File: config.mk
export PLATFORM = sky130hd
export DESIGN_NAME = stream_feeder
export DESIGN_NICKNAME = d
export VERILOG_FILES = /design/src/rtl/stream_feeder_pkg.sv /design/src/rtl/feeder_skid.sv /design/src/rtl/stream_feeder.sv
export SDC_FILE = /design/constraint.sdc
export NUM_CORES = 1
export LEC_CHECK = 0
export ABC_AREA = 1
export CORE_MARGIN = 2
export CORE_UTILIZATION = 56
export DETAILED_ROUTE_END_ITERATION = 10
export HOLD_SLACK_MARGIN = 0.02
export MAX_ROUTING_LAYER = met4
export PLACE_DENSITY = 0.83
export SLEW_MARGIN = 20
export SYNTH_ARGS = -nofsm -noshare
export SYNTH_HDL_FRONTEND = slang
export SYNTH_SLANG_ARGS = --single-unit
File: constraint.sdc
create_clock -name clk -period 4.7 [get_ports clk]
set_clock_uncertainty 0.2 [all_clocks]
set_input_delay 0.47 -clock clk [delete_from_list [all_inputs] [get_ports clk]]
set_output_delay 0.47 -clock clk [all_outputs]
set_load 0.01 [all_outputs]
File: src/rtl/stream_feeder_pkg.sv
// Shared constants, frame-length helper and FSM state type for stream_feeder.
package stream_feeder_pkg;

  localparam int HEAD_LEN     = 6;
  localparam int BODY_LEN     = 64;
  localparam int FLAG_TIMEOUT = 4;
  localparam int CNT_W        = 15;

  typedef logic [CNT_W-1:0] cnt_t;

  typedef enum logic [2:0] {
    IDLE,
    HEAD,
    BODY,
    DRAIN,
    DONE
  } state_e;

  function automatic cnt_t frame_len(input logic [7:0] nb);
    return cnt_t'(HEAD_LEN) + cnt_t'(nb) * cnt_t'(BODY_LEN);
  endfunction

endpackage

File: src/rtl/feeder_skid.sv
// One-entry skid register: parks a returning SRAM beat while the consumer stalls.
module feeder_skid #(
  parameter int DATA_W = 64
) (
  input  logic              clk,
  input  logic              rst_n,
  input  logic              load_i,
  input  logic              drain_i,
  input  logic [DATA_W-1:0] data_i,
  output logic              full_o,
  output logic [DATA_W-1:0] data_o
);

  logic              full_q;
  logic [DATA_W-1:0] data_q;

  // NOTE: the data register is reset as well, so nothing stale can surface after reset.
  always_ff @(posedge clk or negedge rst_n) begin
    if (!rst_n) begin
      full_q <= 1'b0;
      data_q <= '0;
    end else if (load_i) begin
      full_q <= 1'b1;
      data_q <= data_i;
    end else if (drain_i) begin
      full_q <= 1'b0;
    end
  end

  assign full_o = full_q;
  assign data_o = data_q;

endmodule

File: src/rtl/stream_feeder.sv
// Streams header + num_blocks bodies from SRAM to the datapath with hold/skid handling.
// Optional `FEEDER_FLAG_CHECK_EN`: counts ret_flag pulses and raises sticky err on mismatch.
module stream_feeder
  import stream_feeder_pkg::*;
#(
  parameter int DATA_W = 64,
  parameter int ADDR_W = 12
) (
  input  logic              clk,
  input  logic              rst_n,
  input  logic              start,
  input  logic [ADDR_W-1:0] base_addr,
  input  logic [7:0]        num_blocks,
  input  logic              hold,
  output logic              mem_rd_en,
  output logic [ADDR_W-1:0] mem_addr,
  input  logic [DATA_W-1:0] mem_rd_data,
  output logic              out_vld,
  output logic [DATA_W-1:0] out_data,
  output logic              busy,
  output logic              done,
  input  logic              ret_flag,
  output logic              err
);

  state_e            state_q, state_d;
  logic [ADDR_W-1:0] base_q;
  logic [7:0]        nblk_q;
  cnt_t              total_q, rd_cnt_q, out_cnt_q;
  logic              rd_vld_q;
  logic              skid_full;
  logic [DATA_W-1:0] skid_data;
  logic              accept, rd_en, head_last, last_issue, last_beat, drain_exit;

  assign accept     = (state_q == IDLE) && start;
  assign rd_en      = ((state_q == HEAD) || (state_q == BODY)) && (rd_cnt_q != total_q)
                      && !hold && !skid_full;
  assign head_last  = rd_en && (rd_cnt_q == cnt_t'(HEAD_LEN - 1));
  assign last_issue = rd_en && (rd_cnt_q == total_q - cnt_t'(1));
  assign last_beat  = out_vld && (out_cnt_q == total_q - cnt_t'(1));

  // A beat returning under hold is parked; reads stay blocked until it is emitted.
  feeder_skid #(.DATA_W(DATA_W)) u_skid (
    .clk     (clk),
    .rst_n   (rst_n),
    .load_i  (rd_vld_q & hold),
    .drain_i (skid_full & ~hold),
    .data_i  (mem_rd_data),
    .full_o  (skid_full),
    .data_o  (skid_data)
  );

  always_ff @(posedge clk or negedge rst_n) begin
    if (!rst_n) state_q <= IDLE;
    else        state_q <= state_d;
  end

  // NOTE: state_d gets a default first so every path assigns it and no latch is inferred.
  always_comb begin
    state_d = state_q;
    case (state_q)
      IDLE:    if (start) state_d = HEAD;
      HEAD:    if (head_last) state_d = (nblk_q != 8'd0) ? BODY : DRAIN;
      BODY:    if (last_issue) state_d = DRAIN;
      DRAIN:   if (drain_exit) state_d = DONE;
      DONE:    state_d = IDLE;
      default: state_d = IDLE;
    endcase
  end

  always_comb begin
    mem_rd_en = rd_en;
    mem_addr  = rd_en ? base_q + rd_cnt_q[ADDR_W-1:0] : '0;
    out_vld   = (rd_vld_q | skid_full) & ~hold;
    out_data  = out_vld ? (skid_full ? skid_data : mem_rd_data) : '0;
    busy      = (state_q == HEAD) || (state_q == BODY) || (state_q == DRAIN);
    done      = (state_q == DONE);
  end

  // NOTE: non-blocking assignments so every register samples the pre-edge values of the others.
  always_ff @(posedge clk or negedge rst_n) begin
    if (!rst_n) begin
      base_q    <= '0;
      nblk_q    <= '0;
      total_q   <= '0;
      rd_cnt_q  <= '0;
      out_cnt_q <= '0;
      rd_vld_q  <= 1'b0;
    end else begin
      rd_vld_q <= rd_en;
      if (accept) begin
        base_q    <= base_addr;
        nblk_q    <= num_blocks;
        total_q   <= frame_len(num_blocks);
        rd_cnt_q  <= '0;
        out_cnt_q <= '0;
      end else begin
        if (rd_en)   rd_cnt_q  <= rd_cnt_q + cnt_t'(1);
        if (out_vld) out_cnt_q <= out_cnt_q + cnt_t'(1);
      end
    end
  end

`ifdef FEEDER_FLAG_CHECK_EN
  logic [8:0] flag_cnt_q, flag_nxt;
  logic [2:0] tmo_q;
  logic       tail_q, err_q, flag_match, flag_tmo;

  assign flag_nxt   = flag_cnt_q + {8'd0, busy & ret_flag};
  assign flag_match = (flag_nxt == {1'b0, nblk_q});
  assign flag_tmo   = (tmo_q == 3'(FLAG_TIMEOUT - 1));
  // The flag wait opens on the last beat and closes on a count match or the timeout.
  assign drain_exit = (last_beat || tail_q) && (flag_match || flag_tmo);

  always_ff @(posedge clk or negedge rst_n) begin
    if (!rst_n) begin
      flag_cnt_q <= '0;
      tmo_q      <= '0;
      tail_q     <= 1'b0;
      err_q      <= 1'b0;
    end else if (accept) begin
      flag_cnt_q <= '0;
      tmo_q      <= '0;
      tail_q     <= 1'b0;
      err_q      <= 1'b0;
    end else begin
      flag_cnt_q <= flag_nxt;
      if (last_beat) tail_q <= 1'b1;
      if ((state_q == DRAIN) && (last_beat || tail_q)) tmo_q <= tmo_q + 3'd1;
      if ((state_q == DRAIN) && drain_exit) err_q <= !flag_match;
    end
  end

  assign err = err_q;
`else
  logic unused_ret_flag;
  assign unused_ret_flag = ret_flag;
  assign drain_exit      = last_beat;
  assign err             = 1'b0;
`endif

endmodule

# Word level (Yosys, flattened, before mapping)
# Index checks and enable logic that the tools add are counted.
# classes
addsub	5
n_eq_ne	12
n_bitwise	5
n_reduce_logical	17
muxes	15
# ops
op	n
64-bit 2-to-1 mux	2
15-bit 2-to-1 mux	4
15-bit by 1-bit adder with 15-bit output (second input constant)	2
15-bit == test	2
3-bit by 14-bit adder with 15-bit output (first input constant)	1
15-bit by 3-bit == test with 1-bit output (second input constant)	1
15-bit != test	1
15-bit by 1-bit subtractor with 15-bit output (second input constant)	1
12-bit adder	1
12-bit 2-to-1 mux	1
3-bit 2-to-1 mux	4
3-bit case mux with 4 select lines	1
2-bit != test (second input constant)	4
8-bit nonzero test	1
1-bit logical AND	7
3-bit by 2-bit == test with 1-bit output (second input constant)	2
2-bit nonzero test	3
4-bit AND reduction	1
1-bit bitwise AND	3
3-bit by 1-bit == test with 1-bit output (second input constant)	1
3-bit == test (second input constant)	1
3-bit logical NOT	1
1-bit 2-to-1 mux	3
1-bit logical NOT	2
3 further kinds	4
# totals
in_bits	89
out_inout_bits	81
regBits	134

# Depth between registers and ports, before layout
# Gate-level depths: netlist of the first run.
# depth
word_depth	8
mapped_depth	15
mapped_depth_nobuf	14

# Modules after synthesis
# A second synthesis of the first run with hierarchy kept.
# hier_totals
cells_unflattened	1183
hier_area_um2	7659.8
# by_module_without_submodules
module	cells_each	n_inst	area_each_um2
stream_feeder	908	1	5144.9
feeder_skid	275	1	2514.9

# Worst setup path after synthesis of the first run
# No wires, ideal clock.
# synth_timing
kind	register -> output
startpoint	reg rd_cnt_q[3]
endpoint	out mem_addr[8]
slack_ns	2.416
arrival_ns	1.614
n_path_buf	0
path_stages_with_launch	8
required_ns	4.030
cell_sequence	dfrtp_1 ha_1 a21oi_1 o21ai_0 a21oi_1 o21bai_1 o21ai_0 a21oi_1
# synth_between
elab_chain_cells	5
# synth_lines
item	line	text
from (decl)	stream_feeder.sv:29	cnt_t total_q, rd_cnt_q, out_cnt_q;
from (signal assigned)	stream_feeder.sv:98	if (rd_en) rd_cnt_q <= rd_cnt_q + cnt_t'(1);
branches (longest 4 deep; another with 12-bit adder)	--	
12-bit 2-to-1 mux *	stream_feeder.sv:73	mem_addr = rd_en ? base_q + rd_cnt_q[ADDR_W-1:0] : '0;
to (decl)	stream_feeder.sv:16	output logic [ADDR_W-1:0] mem_addr,
# Mark *: on every way between the ends.

# Final worst setup path of the first run
# layout_timing
startpoint	in hold
endpoint	out out_data[36]
# layout_between
elab_chain_cells	3
# layout_lines
item	line	text
from (decl)	stream_feeder.sv:14	input logic hold,
1-bit NOT	stream_feeder.sv:74	out_vld = (rd_vld_q | skid_full) & ~hold;
1-bit bitwise AND	stream_feeder.sv:74	
64-bit 2-to-1 mux	stream_feeder.sv:75	out_data = out_vld ? (skid_full ? skid_data : mem_rd_data) : '0;
to (decl)	stream_feeder.sv:19	output logic [DATA_W-1:0] out_data,
# Every way passes these cells.

==> run_results.csv, run 1 <==
group,metric,value,unit
final_layout,final_common_cell,"nand2_1",
synthesis,synth_xor_xnor_area_share,1.71,%
global_routing,grt_pass1_vias,7100,
die,core_area,0.0133,mm^2
sta,finalCriticalPeriod,3.55,ns
route,ant_nets,0,
synthesis,synth_top_family_by_area,"simple AND/OR/NAND/NOR gates",
pwr,comb_power_share,41.1,%
die,io_pins,170,
hold_path,hp-class,"reg -> reg",
clocking,clk_pin_slew,0.05,ns
synthesis,synthMuxAreaShare,0,%
global_routing,gr-total-overflow,0,
clocking,cts_buffers,17,
final_layout,seq_area,0.00301,mm^2
route,totalWireLength,20800,um
synthesis,yosysTopAreaCellShare,39.0,%
setup_path,worst-path-max-fanout,25,
sta,max_slew_margin,32.7,%
synthesis,synth_nets,1247,
final_layout,antenna_cells,0,
global_routing,grt_pass1_wl,34300,um
synthesis,synthCells,1142,
synthesis,avgSynthCellArea,6.73,um^2
clocking,clockBufferDepth,2,
pwr,peakVddDrop,0.374,mV
outcome,status,"finished, final reports clean",
die,die_w,121,um
synthesis,synthAdderAreaFrac,2.70,%
clocking,cts_max_level,4,
clocking,cts.repair.resized,0,
pwr,p_total,5.46,mW
sta,fmax,282,MHz
global_routing,grt_max_degree,129,
route,dr.pass1.iters,5,
clocking,cts_tree,"built",
setup_path,worstPathArrival,2.88,ns
pwr,p_leak,5.12,nW
synthesis,synth_top_area_cell,"dfrtp_1",
global_routing,antenna_found_initial,0,
route,via_count,7627,
pwr,netSwitchingPower,2.22,mW
sta,setup_tns,0,ns
synthesis,ys_ff_latch,120,
pwr,power_density,542,mW/mm^2
die,start_util,57.6,%
die,dieArea,0.0147,mm^2
placed_design,io_buffers,167,
synthesis,synth_area,0.00769,mm^2
route,drc,0,
final_layout,nets,1391,
final_layout,fillers,1079,
clocking,clkSinkCount,120,
sta,holdWs,0.284,ns
setup_path,path_class,"in -> out",
setup_path,startpoint_type,"primary input",
die,fp.dieH,121,um
sta,rsz0062_at_grt,"false",
route,drtIter0Drc,718,
sta,maxSlewViolCount,0,
clocking,insertion_delay,0.42,ns
placed_design,post-place-ws,1.20,ns
sta,setup_ws,1.15,ns
final_layout,multi_input_area,0.00376,mm^2
setup_path,endpoint_kind,"primary output",
setup_path,worstPathRequired,4.03,ns
sta,period_share,75.5,%
pwr,cellInternalPower,3.24,mW
synthesis,ys_seq_area_share,39.0,%
synthesis,ys.warnings.count,0,
route,wl_per_cell,14.1,um
placed_design,hpwl,14500,um
synthesis,ys_types,46,
global_routing,grt.total_usage,30.4,%
sta,setup_viol,0,
sta,finalHoldViolCount,0,
placed_design,gp_congestion,0.931,
final_layout,drive_gt1_share,5.31,%
pwr,switching_share,40.6,%
route,via_per_inst,5.17,
final_layout,area_growth,30.8,%
sta,worst_pin_slew,1.01,ns
pwr,power_frac_seq,33.9,%
die,rows,42,
job,maxCapViolations,0,
synthesis,yosys.area_share.simple,30.1,%
final_layout,mostFrequentLayoutCells,"381 x nand2_1, 186 x inv_1, 166 x clkdlybuf4s50_1",
clocking,cts-root-buf,"clkbuf_16",
synthesis,synth_compound_area_share,14.1,%
pwr,clockPowerShare,25.1,%
synthesis,synthTopCellsByArea,"dfrtp_1 39%, nand2_1 19%, o21ai_0 10%, inv_1 9.1%, nand3_1 3.1%",
what timing repair did:
item	in CTS	in global routing
endpoints found under the hold margin	34	0
hold buffers	1	0
setup buffers	0	0
area by class of cell:
cell class                      instances  share of cell area, %
Inverter                              193                   7.23
Clock buffer                           20                   4.34
Sequential cell                       120                   29.9
Clock inverter                         12                   1.74
Tap cell                              176                   2.19
Timing Repair Buffer                  175                   17.2
Multi-Input combinational cell        779                   37.4
cells in the mapped netlist, drive strengths merged:
cell	number
clkbuf	30
a21boi	1
nor3	24
xnor2	3
o21a	2
buf	20
o211ai	1
nand2	385
nand3	50
nor4	6
o2111ai	1
a211oi	1
o31ai	4
a221oi	1
dfrtp	120
o21ai	159
nor2	63
conb	1
xor2	12
o21bai	2
a31oi	3
a21o	2
o22ai	1
ha	15
nand4	14
fa	1
a21oi	26
nand3b	1
inv	193
worst max-delay path, cell delays in order:
cell and delay [ns]:
clkdlybuf4s50_1 0.62, inv_1 0.21, o21ai_4 0.13, inv_2 0.36, buf_4 0.36, nand2_1 0.08, inv_1 0.07, clkdlybuf4s50_1 0.56
layer usage:
layer	vias to the layer above	share of wire [%]	global-route usage, %
li1	3860	-	-
met1	3487	44	40.6
met2	253	48	46.6
met3	27	7.1	7.10
met4	0	1.3	8.84
met5	-	0	-
registers in the layout (all words and copies together), names as in the netlist:
register / flops
u_skid.full_o: 1
out_cnt_q: 15
rd_cnt_q: 15
base_q: 12
u_skid.data_o: 64
total_q: 2
rd_vld_q: 1
nblk_q: 7
state_q: 3
metrics by stage:
step                util, %  cells  area, um^2
global placement       70.6   1442        9430
global route           75.3   1475       10100
detailed placement     70.6   1442        9430
finish                 75.3   1475       10100
floorplan                 -   1142        7690
CTS                    75.3   1475       10000
path summary, 6_finish.rpt:
kind	cells past startpoint	startpoint	endpoint	slack [ns]
min in group asynchronous	2	rst_n	base_q[8]	0.50
max reg2reg	7	state_q[0]	nblk_q[1]	2.17
max in group asynchronous	3	rst_n	u_skid.data_o[8]	2.90
min reg2reg	2	base_q[10]	base_q[10]	0.28
min	2	base_q[10]	base_q[10]	0.28
max	8	hold	out_data[36]	1.15
kinds of logic after synthesis:
group                      Yosys count
buffers and inverters              243
AOI/OAI and AO/OA                  204
xor gates and xnor gates            15
DFF                                120
and+or+nand+nor                    543
adders and majority gates           16
other                                1
power by group through the flow:
stage	Clock (mW)	Sequential, mW	Combinational, mW
after floorplan	0	1.69	1.55
after global placement	0	1.83	2.16
after detailed placement	0	1.84	2.22
after CTS	1.38	1.84	2.25
after global routing	1.42	1.90	2.55
final	1.37	1.85	2.24
Power figures use the tool's default switching activity.
==> run 2, diff against run 1 <==
--- a/config.mk
+++ b/config.mk
@@ -7,11 +7,11 @@
 export LEC_CHECK = 0
 export ABC_AREA = 1
 export CORE_MARGIN = 2
-export CORE_UTILIZATION = 56
+export CORE_UTILIZATION = 52
 export DETAILED_ROUTE_END_ITERATION = 10
 export HOLD_SLACK_MARGIN = 0.02
 export MAX_ROUTING_LAYER = met4
-export PLACE_DENSITY = 0.83
+export PLACE_DENSITY = 0.78
 export SLEW_MARGIN = 20
 export SYNTH_ARGS = -nofsm -noshare
 export SYNTH_HDL_FRONTEND = slang
==> constraint.sdc (replaced) <==
create_clock -name clk -period 3.5 [get_ports clk]
set_clock_uncertainty 0.2 [all_clocks]
set_input_delay 0.35 -clock clk [delete_from_list [all_inputs] [get_ports clk]]
set_output_delay 0.35 -clock clk [all_outputs]
set_load 0.01 [all_outputs]
==> run 2 against run 1 <==
First-iteration DRC count decreased by 50%. Setup slack worse by 1.0 ns. Global-route usage decreased by 4.1 points. Largest cell class unchanged. Worst hold slack lost 0.015 ns. Register-to-register slack got worse by 1.2 ns. Core utilization down 5.6 points. Combinational power is 36% higher. Flip-flop and latch count unchanged. Critical path depth is 1 lower.
==> run_results.csv, run 2 (synthesis gave the netlist of run 1 again) <==
group,metric,value,unit
outcome,status,"finished, final reports clean",
global_routing,grt.total_usage,26.3,%
die,io_pins,170,
die,start_util,53.1,%
sta,finalHoldViolCount,0,
clocking,cts_max_level,4,
pwr,p_total,7.27,mW
sta,setup_tns,0,ns
sta,worst_pin_slew,0.891,ns
clocking,clk_pin_slew,0.06,ns
placed_design,io_buffers,167,
clocking,cts_tree,"built",
global_routing,antenna_found_initial,0,
sta,finalCriticalPeriod,3.35,ns
pwr,netSwitchingPower,2.92,mW
setup_path,worst-path-max-fanout,9,
clocking,post_cts_buffers,0,
pwr,comb_power_share,41.8,%
route,via_count,7479,
pwr,clockPowerShare,24.9,%
global_routing,grt_max_degree,129,
sta,max_slew_margin,40.6,%
sta,maxSlewViolCount,0,
route,dr.pass1.iters,5,
clocking,clockBufferDepth,2,
setup_path,worstPathRequired,2.95,ns
global_routing,grt_pass1_vias,7010,
sta,rsz0062_at_grt,"false",
setup_path,endpoint_kind,"primary output",
die,dieArea,0.0158,mm^2
final_layout,mostFrequentLayoutCells,"381 x nand2_1, 186 x inv_1, 166 x clkdlybuf4s50_1",
final_layout,largest_register_ffs,64,
die,die_w,126,um
setup_path,path_class,"reg -> out",
final_layout,area_growth,31.4,%
clocking,clkSinkCount,120,
setup_path,startpoint_type,"flip-flop",
route,totalWireLength,19900,um
placed_design,gp_congestion,0.886,
clocking,cts-root-buf,"clkbuf_16",
sta,period_share,95.6,%
route,wl_per_cell,13.4,um
pwr,power_frac_seq,33.3,%
global_routing,grt_pass1_wl,33100,um
clocking,insertion_delay,0.42,ns
die,rows,44,
final_layout,nets,1394,
pwr,switching_share,40.2,%
route,drtIter0Drc,359,
pwr,cellInternalPower,4.35,mW
die,core_area,0.0145,mm^2
route,via_per_inst,5.04,
pwr,peakVddDrop,0.499,mV
pwr,power_density,720,mW/mm^2
placed_design,hpwl,13700,um
die,fp.dieH,126,um
final_layout,drive_gt1_share,5.76,%
global_routing,gr-total-overflow,0,
job,maxCapViolations,0,
route,ant_nets,0,
sta,fmax,299,MHz
final_layout,antenna_cells,0,
pwr,p_leak,5.14,nW
final_layout,final_common_cell,"nand2_1",
route,drc,0,
hold_path,hp-class,"in -> reg",
clocking,cts_buffers,17,
setup_path,worstPathArrival,2.80,ns
sta,setup_viol,0,
==> run 2: cell type report <==
type,instances,area (um^2)
clock inverters,11,145
multi-input cells,779,3760
flip-flops and latches,120,3010
repair buffers,178,1770
clock buffers,20,467
fillers,1207,4380
inverters,193,727
well taps,184,230
==> run 2: repair_timing <==
| action | 4_1_cts | 5_1_grt |
|---|---|---|
| resized for setup | 0 | 1 |
| endpoints found under the hold margin | 65 | 0 |
| hold buffers | 1 | 0 |
| setup endpoints to repair | 0 | 1 |
==> run 2: power groups by stage <==
stage | Clock (mW) | Sequential (mW) | Combinational (mW)
4_1_cts | 1.83 | 2.41 | 3.05
2_1_floorplan | 0 | 2.27 | 2.08
3_3_place_gp | 0 | 2.41 | 2.97
5_1_grt | 1.89 | 2.49 | 3.46
3_5_place_dp | 0 | 2.41 | 3.03
6_report | 1.81 | 2.42 | 3.04
==> run 2: layer usage <==
metal	part of all wire (%)	up-vias	track usage, %
li1	-	3859	-
met3	7.9	29	8.73
met1	46	3360	33.8
met4	1.7	0	7.71
met2	45	231	39.7
met5	0	-	-
==> run 2: through the flow <==
step / hold WS, ns / utilization [%] / instances / cell area (um^2) / setup slack, ns
global placement: 0.266 / 65.4 / 1453 / 9470 / 0.568
global route: 0.278 / 69.8 / 1485 / 10100 / 0.0116
finish: 0.269 / 69.8 / 1485 / 10100 / 0.153
detailed placement: 0.273 / 65.4 / 1453 / 9470 / 0.561
floorplan: -0.146 / - / 1142 / 7690 / 1.34
CTS: 0.261 / 69.7 / 1485 / 10100 / 0.189
==> run 2: critical path, cell delays in order (launching register included) <==
cell and delay [ns]:
dfrtp_1 0.53, ha_1 0.29, fa_1 0.46, a21oi_1 0.25, o21bai_1 0.12, o21ai_0 0.18
a21oi_1 0.06, clkdlybuf4s50_1 0.49
==> run 2: worst paths after layout <==
path | cells past startpoint | endpoint | start | slack [ns]
worst max-delay path | 7 | mem_addr[8] | rd_cnt_q[0] | 0.15
worst min-delay path | 3 | base_q[10] | base_addr[10] | 0.27
worst max register to register | 12 | state_q[1] | total_q[2] | 0.94
worst min register to register | 2 | u_skid.data_o[34] | u_skid.data_o[34] | 0.28
max in group asynchronous | 3 | u_skid.data_o[37] | rst_n | 1.88
min in group asynchronous | 2 | rd_cnt_q[0] | rst_n | 0.39
